### config.mk
export PLATFORM = sky130hd
export DESIGN_NAME = uart_rx
export DESIGN_NICKNAME = d
export VERILOG_FILES = /design/src/rtl/uart_pkg.sv /design/src/rtl/uart_sync2.sv /design/src/rtl/uart_rx.sv
export SDC_FILE = /design/constraint.sdc
export NUM_CORES = 1
export LEC_CHECK = 0
export CAP_MARGIN = 20
export CORE_MARGIN = 3
export CORE_UTILIZATION = 53
export CTS_CLUSTER_SIZE = 10
export DETAILED_ROUTE_END_ITERATION = 12
export GPL_TIMING_DRIVEN = 0
export PLACE_DENSITY = 0.86
export SYNTH_ARGS = -nofsm -noshare
export SYNTH_HDL_FRONTEND = slang
export SYNTH_HIERARCHICAL = 1
export SYNTH_SLANG_ARGS = --single-unit
### constraint.sdc
create_clock -name clk -period 1.98 [get_ports clk]
set_clock_uncertainty 0.2 [all_clocks]
set_input_delay 0.297 -clock clk [delete_from_list [all_inputs] [get_ports clk]]
set_output_delay 0.297 -clock clk [all_outputs]
set_load 0.02 [all_outputs]
### src/rtl/uart_pkg.sv
// Shared UART definitions: receiver/transmitter state encodings and frame width.
package uart_pkg;

  localparam int DATA_BITS = 8;

  typedef enum logic [2:0] {
    IDLE      = 3'd0,
    START     = 3'd1,
    DATA      = 3'd2,
    PARITY    = 3'd3,
    STOP      = 3'd4,
    WAIT_IDLE = 3'd5
  } uart_state_e;

endpackage

### src/rtl/uart_sync2.sv
// Two-flop synchronizer for a single asynchronous bit with a configurable
// reset value.
module uart_sync2 #(
  parameter logic RESET_VAL = 1'b1
) (
  input  logic clk,
  input  logic reset,
  input  logic i_d,
  output logic o_q
);

  logic r_meta;
  logic r_q;

  always_ff @(posedge clk) begin
    if (reset) begin
      r_meta <= RESET_VAL;
      r_q    <= RESET_VAL;
    end else begin
      r_meta <= i_d;
      r_q    <= r_meta;
    end
  end

  assign o_q = r_q;

endmodule

### src/rtl/uart_rx.sv
// UART receiver, 8N1 with a one-byte holding register and valid/ready output.
// Define UART_RX_PARITY_EN to add an even-parity bit before the stop bit.
import uart_pkg::*;

module uart_rx #(
  parameter int CLOCK_DIVIDE = 10
) (
  input  logic       clk,
  input  logic       reset,
  input  logic       srx_pad_i,
  output logic [7:0] rx_data,
  output logic       rx_valid,
  input  logic       rx_ready,
  output logic       frame_err,
  output logic       overrun
);

  localparam logic [15:0] HALF = 16'(CLOCK_DIVIDE / 2);
  localparam logic [15:0] FULL = 16'(CLOCK_DIVIDE);
  localparam logic [2:0]  LAST = 3'(DATA_BITS - 1);

  uart_state_e r_state;
  logic [15:0] r_cnt;
  logic [2:0]  r_bit;
  logic [7:0]  r_shift;
`ifdef UART_RX_PARITY_EN
  logic        r_par_err;
`endif

  logic w_rx;
  logic w_exp;

  uart_sync2 #(
    .RESET_VAL(1'b1)
  ) u_sync (
    .clk  (clk),
    .reset(reset),
    .i_d  (srx_pad_i),
    .o_q  (w_rx)
  );

  assign w_exp = (r_cnt == 16'd1);

  always_ff @(posedge clk) begin
    if (reset) begin
      r_state   <= IDLE;
      r_cnt     <= '0;
      r_bit     <= '0;
      r_shift   <= '0;
      rx_data   <= '0;
      rx_valid  <= 1'b0;
      frame_err <= 1'b0;
      overrun   <= 1'b0;
`ifdef UART_RX_PARITY_EN
      r_par_err <= 1'b0;
`endif
    end else begin
      frame_err <= 1'b0;
      overrun   <= 1'b0;
      if (rx_valid && rx_ready)
        rx_valid <= 1'b0;
      unique case (r_state)
        IDLE: begin
          if (!w_rx) begin
            r_state <= START;
            r_cnt   <= HALF;
          end
        end
        START: begin
          if (!w_exp) begin
            r_cnt <= r_cnt - 16'd1;
          end else if (!w_rx) begin
            r_state <= DATA;
            r_cnt   <= FULL;
            r_bit   <= '0;
          end else begin
            r_state <= IDLE;
          end
        end
        DATA: begin
          if (!w_exp) begin
            r_cnt <= r_cnt - 16'd1;
          end else begin
            r_shift <= {w_rx, r_shift[7:1]};
            r_cnt   <= FULL;
            r_bit   <= r_bit + 3'd1;
            if (r_bit == LAST)
`ifdef UART_RX_PARITY_EN
              r_state <= PARITY;
`else
              r_state <= STOP;
`endif
          end
        end
`ifdef UART_RX_PARITY_EN
        PARITY: begin
          if (!w_exp) begin
            r_cnt <= r_cnt - 16'd1;
          end else begin
            r_par_err <= (^r_shift) ^ w_rx;
            r_state   <= STOP;
            r_cnt     <= FULL;
          end
        end
`endif
        STOP: begin
          if (!w_exp) begin
            r_cnt <= r_cnt - 16'd1;
          end else if (!w_rx) begin
            frame_err <= 1'b1;
            r_state   <= WAIT_IDLE;
`ifdef UART_RX_PARITY_EN
          end else if (r_par_err) begin
            frame_err <= 1'b1;
            r_state   <= IDLE;
`endif
          end else begin
            r_state <= IDLE;
            // a full, unaccepted register keeps its byte; the new one is lost
            if (rx_valid && !rx_ready) begin
              overrun <= 1'b1;
            end else begin
              rx_data  <= r_shift;
              rx_valid <= 1'b1;
            end
          end
        end
        WAIT_IDLE: begin
          if (w_rx)
            r_state <= IDLE;
        end
        default: r_state <= IDLE;
      endcase
    end
  end

endmodule

Word-level counts from Yosys, hierarchy flattened
Cells that the tools add are included.
{"block": "classes", "add_sub_neg": 2, "multipliers": 0, "div_mod_pow": 0, "order_cmp": 0, "n_eq_ne": 15, "shifts": 0, "mux": 26, "n_bitwise": 4, "n_reduce_logical": 13}
{"op": "$mux 16", "n": 5}
{"op": "$pmux 16 s4", "n": 1}
{"op": "$mux 3", "n": 10}
{"op": "$eq 16x1->1 const B", "n": 1}
{"op": "$sub 16x1->16 const B", "n": 1}
{"op": "$pmux 3 s5", "n": 1}
{"op": "$ne 2x2->1 const B", "n": 7}
{"op": "$reduce_and 4->1", "n": 3}
{"op": "$eq 3x3->1 const B", "n": 3}
{"op": "$mux 1", "n": 7}
{"op": "$pmux 3 s2", "n": 1}
{"op": "$reduce_and 6->1", "n": 1}
{"op": "$not 1->1", "n": 4}
{"op": "$reduce_bool 4->1", "n": 1}
{"op": "$reduce_or 4->1", "n": 1}
{"op": "$add 3x1->3 const B", "n": 1}
{"op": "$eq 3x1->1 const B", "n": 1}
{"op": "$eq 3x2->1 const B", "n": 1}
{"op": "$logic_not 3->1", "n": 1}
{"op": "$ne 3x3->1 const B", "n": 1}
{"op": "$reduce_or 3->1", "n": 1}
{"op": "$logic_and 1x1->1", "n": 2}
{"op": "$mux 2", "n": 1}
{"op": "$ne 2x1->1 const B", "n": 1}
{"op": "3 further kinds", "n": 3}
{"block": "word_totals", "reg_bits": 43, "latchBits": 0, "mem_bits_rw": 0, "rom_bits": 0, "input_bits": 4, "output_inout_bits": 11, "elab_cells": 70, "n_memories": 0}

Depth between registers and ports, before layout
{"block": "depth", "ltp_word": 6, "depth_mapped": 8}

Cells and area by module
Netlist, hierarchy kept.
{"mod": "uart_rx", "instances": 1, "cells_per_inst": 251, "area_per_inst_um2": 2218.4}
{"mod": "uart_sync2", "instances": 1, "cells_per_inst": 4, "area_per_inst_um2": 52.6}

Least setup slack after synthesis
OpenSTA, ideal clock, no wires.
{"block": "synth_timing", "path_kind": "reg-to-reg", "start": "register r_cnt[4]", "end": "register r_shift[0]", "arrival_time_ps": 1855, "t_required_ps": 1652, "setup_slack_ps": -202, "path_stages_with_launch": 8, "path_buffers": 2, "period_less_slack_ps": 2182, "path_cell_list": "dfxtp_1 > or3_1 > buf_6 > or3_4 > nor4_4 > buf_6 > mux2i_1 > nor2_1"}
{"block": "synth_between", "elab_chain_len": 2}
{"element": "start, declared", "line_no": "uart_rx.sv:23", "text": "logic [15:0] r_cnt;"}
{"element": "start signal, assigned", "line_no": "uart_rx.sv:71", "text": "r_cnt <= r_cnt - 16'd1;"}
{"element": "start signal, assigned", "line_no": "uart_rx.sv:82", "text": "r_cnt <= r_cnt - 16'd1;"}
{"element": "start signal, assigned", "line_no": "uart_rx.sv:108", "text": "r_cnt <= r_cnt - 16'd1;"}
{"element": "$eq 16x1->1", "line_no": "uart_rx.sv:42", "text": "assign w_exp = (r_cnt == 16'd1);"}
{"element": "$reduce_and 2->1 (no line)"}
{"element": "end signal, assigned", "line_no": "uart_rx.sv:84", "text": "r_shift <= {w_rx, r_shift[7:1]};"}
{"element": "end, declared", "line_no": "uart_rx.sv:25", "text": "logic [7:0] r_shift;"}
Every way passes these cells.
A chain may end at the register's enable or synchronous reset.

Worst setup path in the final report
{"block": "layout_timing", "start": "register r_cnt[3]", "end": "register r_shift[4]"}
The elaborated chain is that of the path after synthesis.

==> impl_metrics.py <==
metrics = {
    "run_status": {
        "outcome": "complete, but fails checks",
        "violations": "negative setup slack",
    },
    "sta": {
        "finalHoldViolCount": 0,
        "period_share_pct": 116,
        "finalSetupViolCount": 38,
        "fin_ws_ps": -320,
        "period_minus_slack_ps": 2300,
        "clock.fmax_mhz": 435,
        "rsz0062_at_grt": "yes",
        "slew_violations": 0,
        "fin_tns_setup_ps": -7460,
        "maxSlewHeadroom_pct": 58.3,
        "worst_slew_pin_slew_ps": 625,
    },
    "power_and_ir_drop": {
        "switching_share_pct": 41.2,
        "internal-power_w": 0.00170,
        "p_leak_nw": 1.16,
        "comb_power_share_pct": 44.4,
        "p_sw_w": 0.00120,
        "peakVddDrop_mv": 0.661,
        "clkPwrFrac_pct": 21.4,
        "power_w": 0.00290,
        "p_per_area_nw_per_um2": 875,
        "p_seq_share_pct": 34.2,
    },
    "clocking": {
        "cts.sinks": 43,
        "cts_hold_buf": 0,
        "cts_buffer_depth": 2,
        "cts_inserted_buffers": 5,
        "clock_latency_ps": 310,
        "path_clk_slew_ps": 100,
        "tritoncts": "done",
        "cts_htree_levels": 2,
        "root_buffer": "clkbuf_8",
    },
    "route": {
        "via_count": 2530,
        "postRouteAntennaNets": 0,
        "wl_um": 8630,
        "viasPerCell": 7.07,
        "post-route-drc-count": 0,
        "post_drt_wl_per_cell_um": 24.1,
        "drtIter0Drc": 421,
        "first_pass_iters": 5,
    },
    "logic_synthesis": {
        "postSynth.topFlopCell": "dfxtp_1",
        "netlist_area_um2": 2270,
        "yosysWarnings": 6,
        "async_reset_ff_share_pct": 0,
        "yosysUniqueCellTypes": 52,
        "synth_edf_count": 0,
        "syn_area_per_cell_um2": 8.91,
        "syn-num-nets": 263,
        "synthCells": 255,
        "synth-seq-cells": 43,
        "yosysSeqAreaShare_pct": 37.9,
    },
    "grt": {
        "grt_pass1_wl_um": 11900,
        "grt_pass1_vias": 2406,
        "grt_overflow_total": 0,
        "grt-busiest-layer": "met2",
        "grt_usage_pct": 29.6,
        "gr-usage-met3_pct": 5.89,
        "use_met2_pct": 46.5,
        "grt_antenna_before_repair": 0,
        "grt_start_max_net_pins": 17,
        "grtUsageMet1_pct": 38.9,
    },
    "final_layout": {
        "multi_input_area_um2": 1730,
        "syn_to_final_growth_pct": 46.1,
        "antenna_cells": 0,
        "drive_gt1_share_pct": 45.1,
        "final_nets": 315,
        "regArea_um2": 882,
        "fillers": 187,
    },
    "worst_setup_path": {
        "worst_setup_path_start_kind": "flop",
        "critPathMaxFanout": 5,
        "crit_arrival_ps": 2280,
        "critPathLaunch": "r_cnt[3]",
        "cp.required_ps": 1960,
        "r2r_start": "r_cnt[3]",
        "crit_type": "reg -> reg",
        "cp-end-kind": "flop",
    },
    "floorplanning": {
        "die_h_um": 71.5,
        "coreArea_um2": 4060,
        "dieArea_um2": 5110,
        "die_w_um": 71.5,
        "initial_core_util_pct": 56.0,
        "rows": 23,
        "ios": 15,
    },
    "worst_hold_path": {
        "min-delay-start": "u_sync/r_meta",
        "hp-class": "reg -> reg",
    },
    "placement": {
        "gp_congestion": 0.899,
        "place_hpwl_um": 3390,
        "port_buffers": 14,
    },
    "flow_run": {
        "cap_violations": 0,
    },
}
area by class of cell:
class	instances	area share (%)
Buffer	17	3.70
Inverter	3	0.339
Clock inverter	3	0.792
Sequential cell	43	26.6
Clock buffer	5	2.07
Tap cell	50	1.89
Timing Repair Buffer	45	12.4
Multi-Input combinational cell	192	52.2
power by group through the flow:
stage	Combinational, W	Sequential [W]	Clock [W]
2_1_floorplan	0.000504	0.000969	0
6_report	0.00129	0.000992	0.000622
4_1_cts	0.000986	0.000969	0.000614
3_5_place_dp	0.000624	0.000982	0
5_1_grt	0.00134	0.000995	0.000646
3_3_place_gp	0.000607	0.000979	0
sequential cells by signal (all words and copies together), names as in the netlist:
register / flops
u_sync/r_meta: 1
rx_data: 8
u_sync/o_q: 1
r_bit: 3
r_cnt: 16
r_state: 3
frame_err: 1
r_shift: 8
rx_valid: 1
overrun: 1
Yosys cell counts, types with 6 or more instances:
| cell | number | area (um2) |
|---|---|---|
| buf_2 | 6 | 30.0 |
| a31oi_1 | 7 | 43.8 |
| o31ai_1 | 8 | 60.1 |
| clkbuf_1 | 7 | 26.3 |
| nor2_1 | 20 | 75.1 |
| mux2i_1 | 16 | 160 |
| nand3_1 | 7 | 35.0 |
| dfxtp_1 | 43 | 861 |
| o21ai_0 | 7 | 35.0 |
| nand2_1 | 10 | 37.5 |
| nand2b_1 | 22 | 138 |
| or3_1 | 6 | 37.5 |
| nor3_1 | 9 | 45.0 |
| a21oi_1 | 17 | 85.1 |
metrics by stage:
stage	utilization [%]	cell area, um2	setup slack [ps]	hold WS, ps	std cells
after floorplan	-	2290	-74.7	183	255
after global placement	61.5	2500	-294	185	319
after detailed placement	61.5	2500	-324	191	319
after CTS	74.7	3030	-205	212	353
after global routing	81.7	3320	-367	246	358
final	81.7	3320	-320	229	358
path summary, 6_finish.rpt:
kind         cells after the start          to  slack [ps]
min reg2reg                      1  u_sync/o_q         230
max reg2reg                      6  r_shift[4]        -320
min                              1  u_sync/o_q         230
max                              6  r_shift[4]        -320
layer usage:
layer,share of wire [%],wire [um],vias to the layer above
met5,0,0,-
met1,39,3360,1199
met3,10,904,55
met2,46,3990,226
li1,-,-,1050
met4,4.4,383,0
layout by cell type, fill, tap and decap left out, types with 4 or more instances in the layout:
cell type,count
a21oi_1,4
a21oi_2,13
a31oi_1,6
buf_4,24
buf_6,14
clkbuf_1,6
clkbuf_8,5
clkdlybuf4s50_1,14
dfxtp_1,32
dfxtp_2,8
mux2i_1,14
nand2_1,4
nand2_2,6
nand2b_1,21
nand3_1,6
nor2_1,18
nor3_1,6
nor3_2,4
nor4_4,4
o31ai_1,4
o41ai_2,5
or2_2,4
or3_4,6
timing repair:
action                                  CTS  global route
pin swaps                                27            17
cloned                                    6             1
buffers inserted                         21             5
resized for setup                        57            57
endpoints found under the setup margin   39            41
cells by family after synthesis:
| kind of cell | count (synthesis) | synth area share [%] |
|---|---|---|
| AO/OA/AOI/OAI | 59 | 18.0 |
| XOR/XNOR | 3 | 1.16 |
| adder cells (fa/ha/maj) | 4 | 2.20 |
| buffers and inverters | 22 | 5.29 |
| flip-flops | 43 | 37.9 |
| multiplexers | 16 | 7.05 |
| AND/OR/NAND/NOR | 108 | 28.4 |
worst max-delay path, stage by stage (launching register included):
cell and delay [ps]:
dfxtp_1 390, or3_4 400, or3_4 430, nor4_4 260
buf_6 200, mux2i_1 230, nor2_1 70
Note: power is estimated with default switching activity, not from simulation.
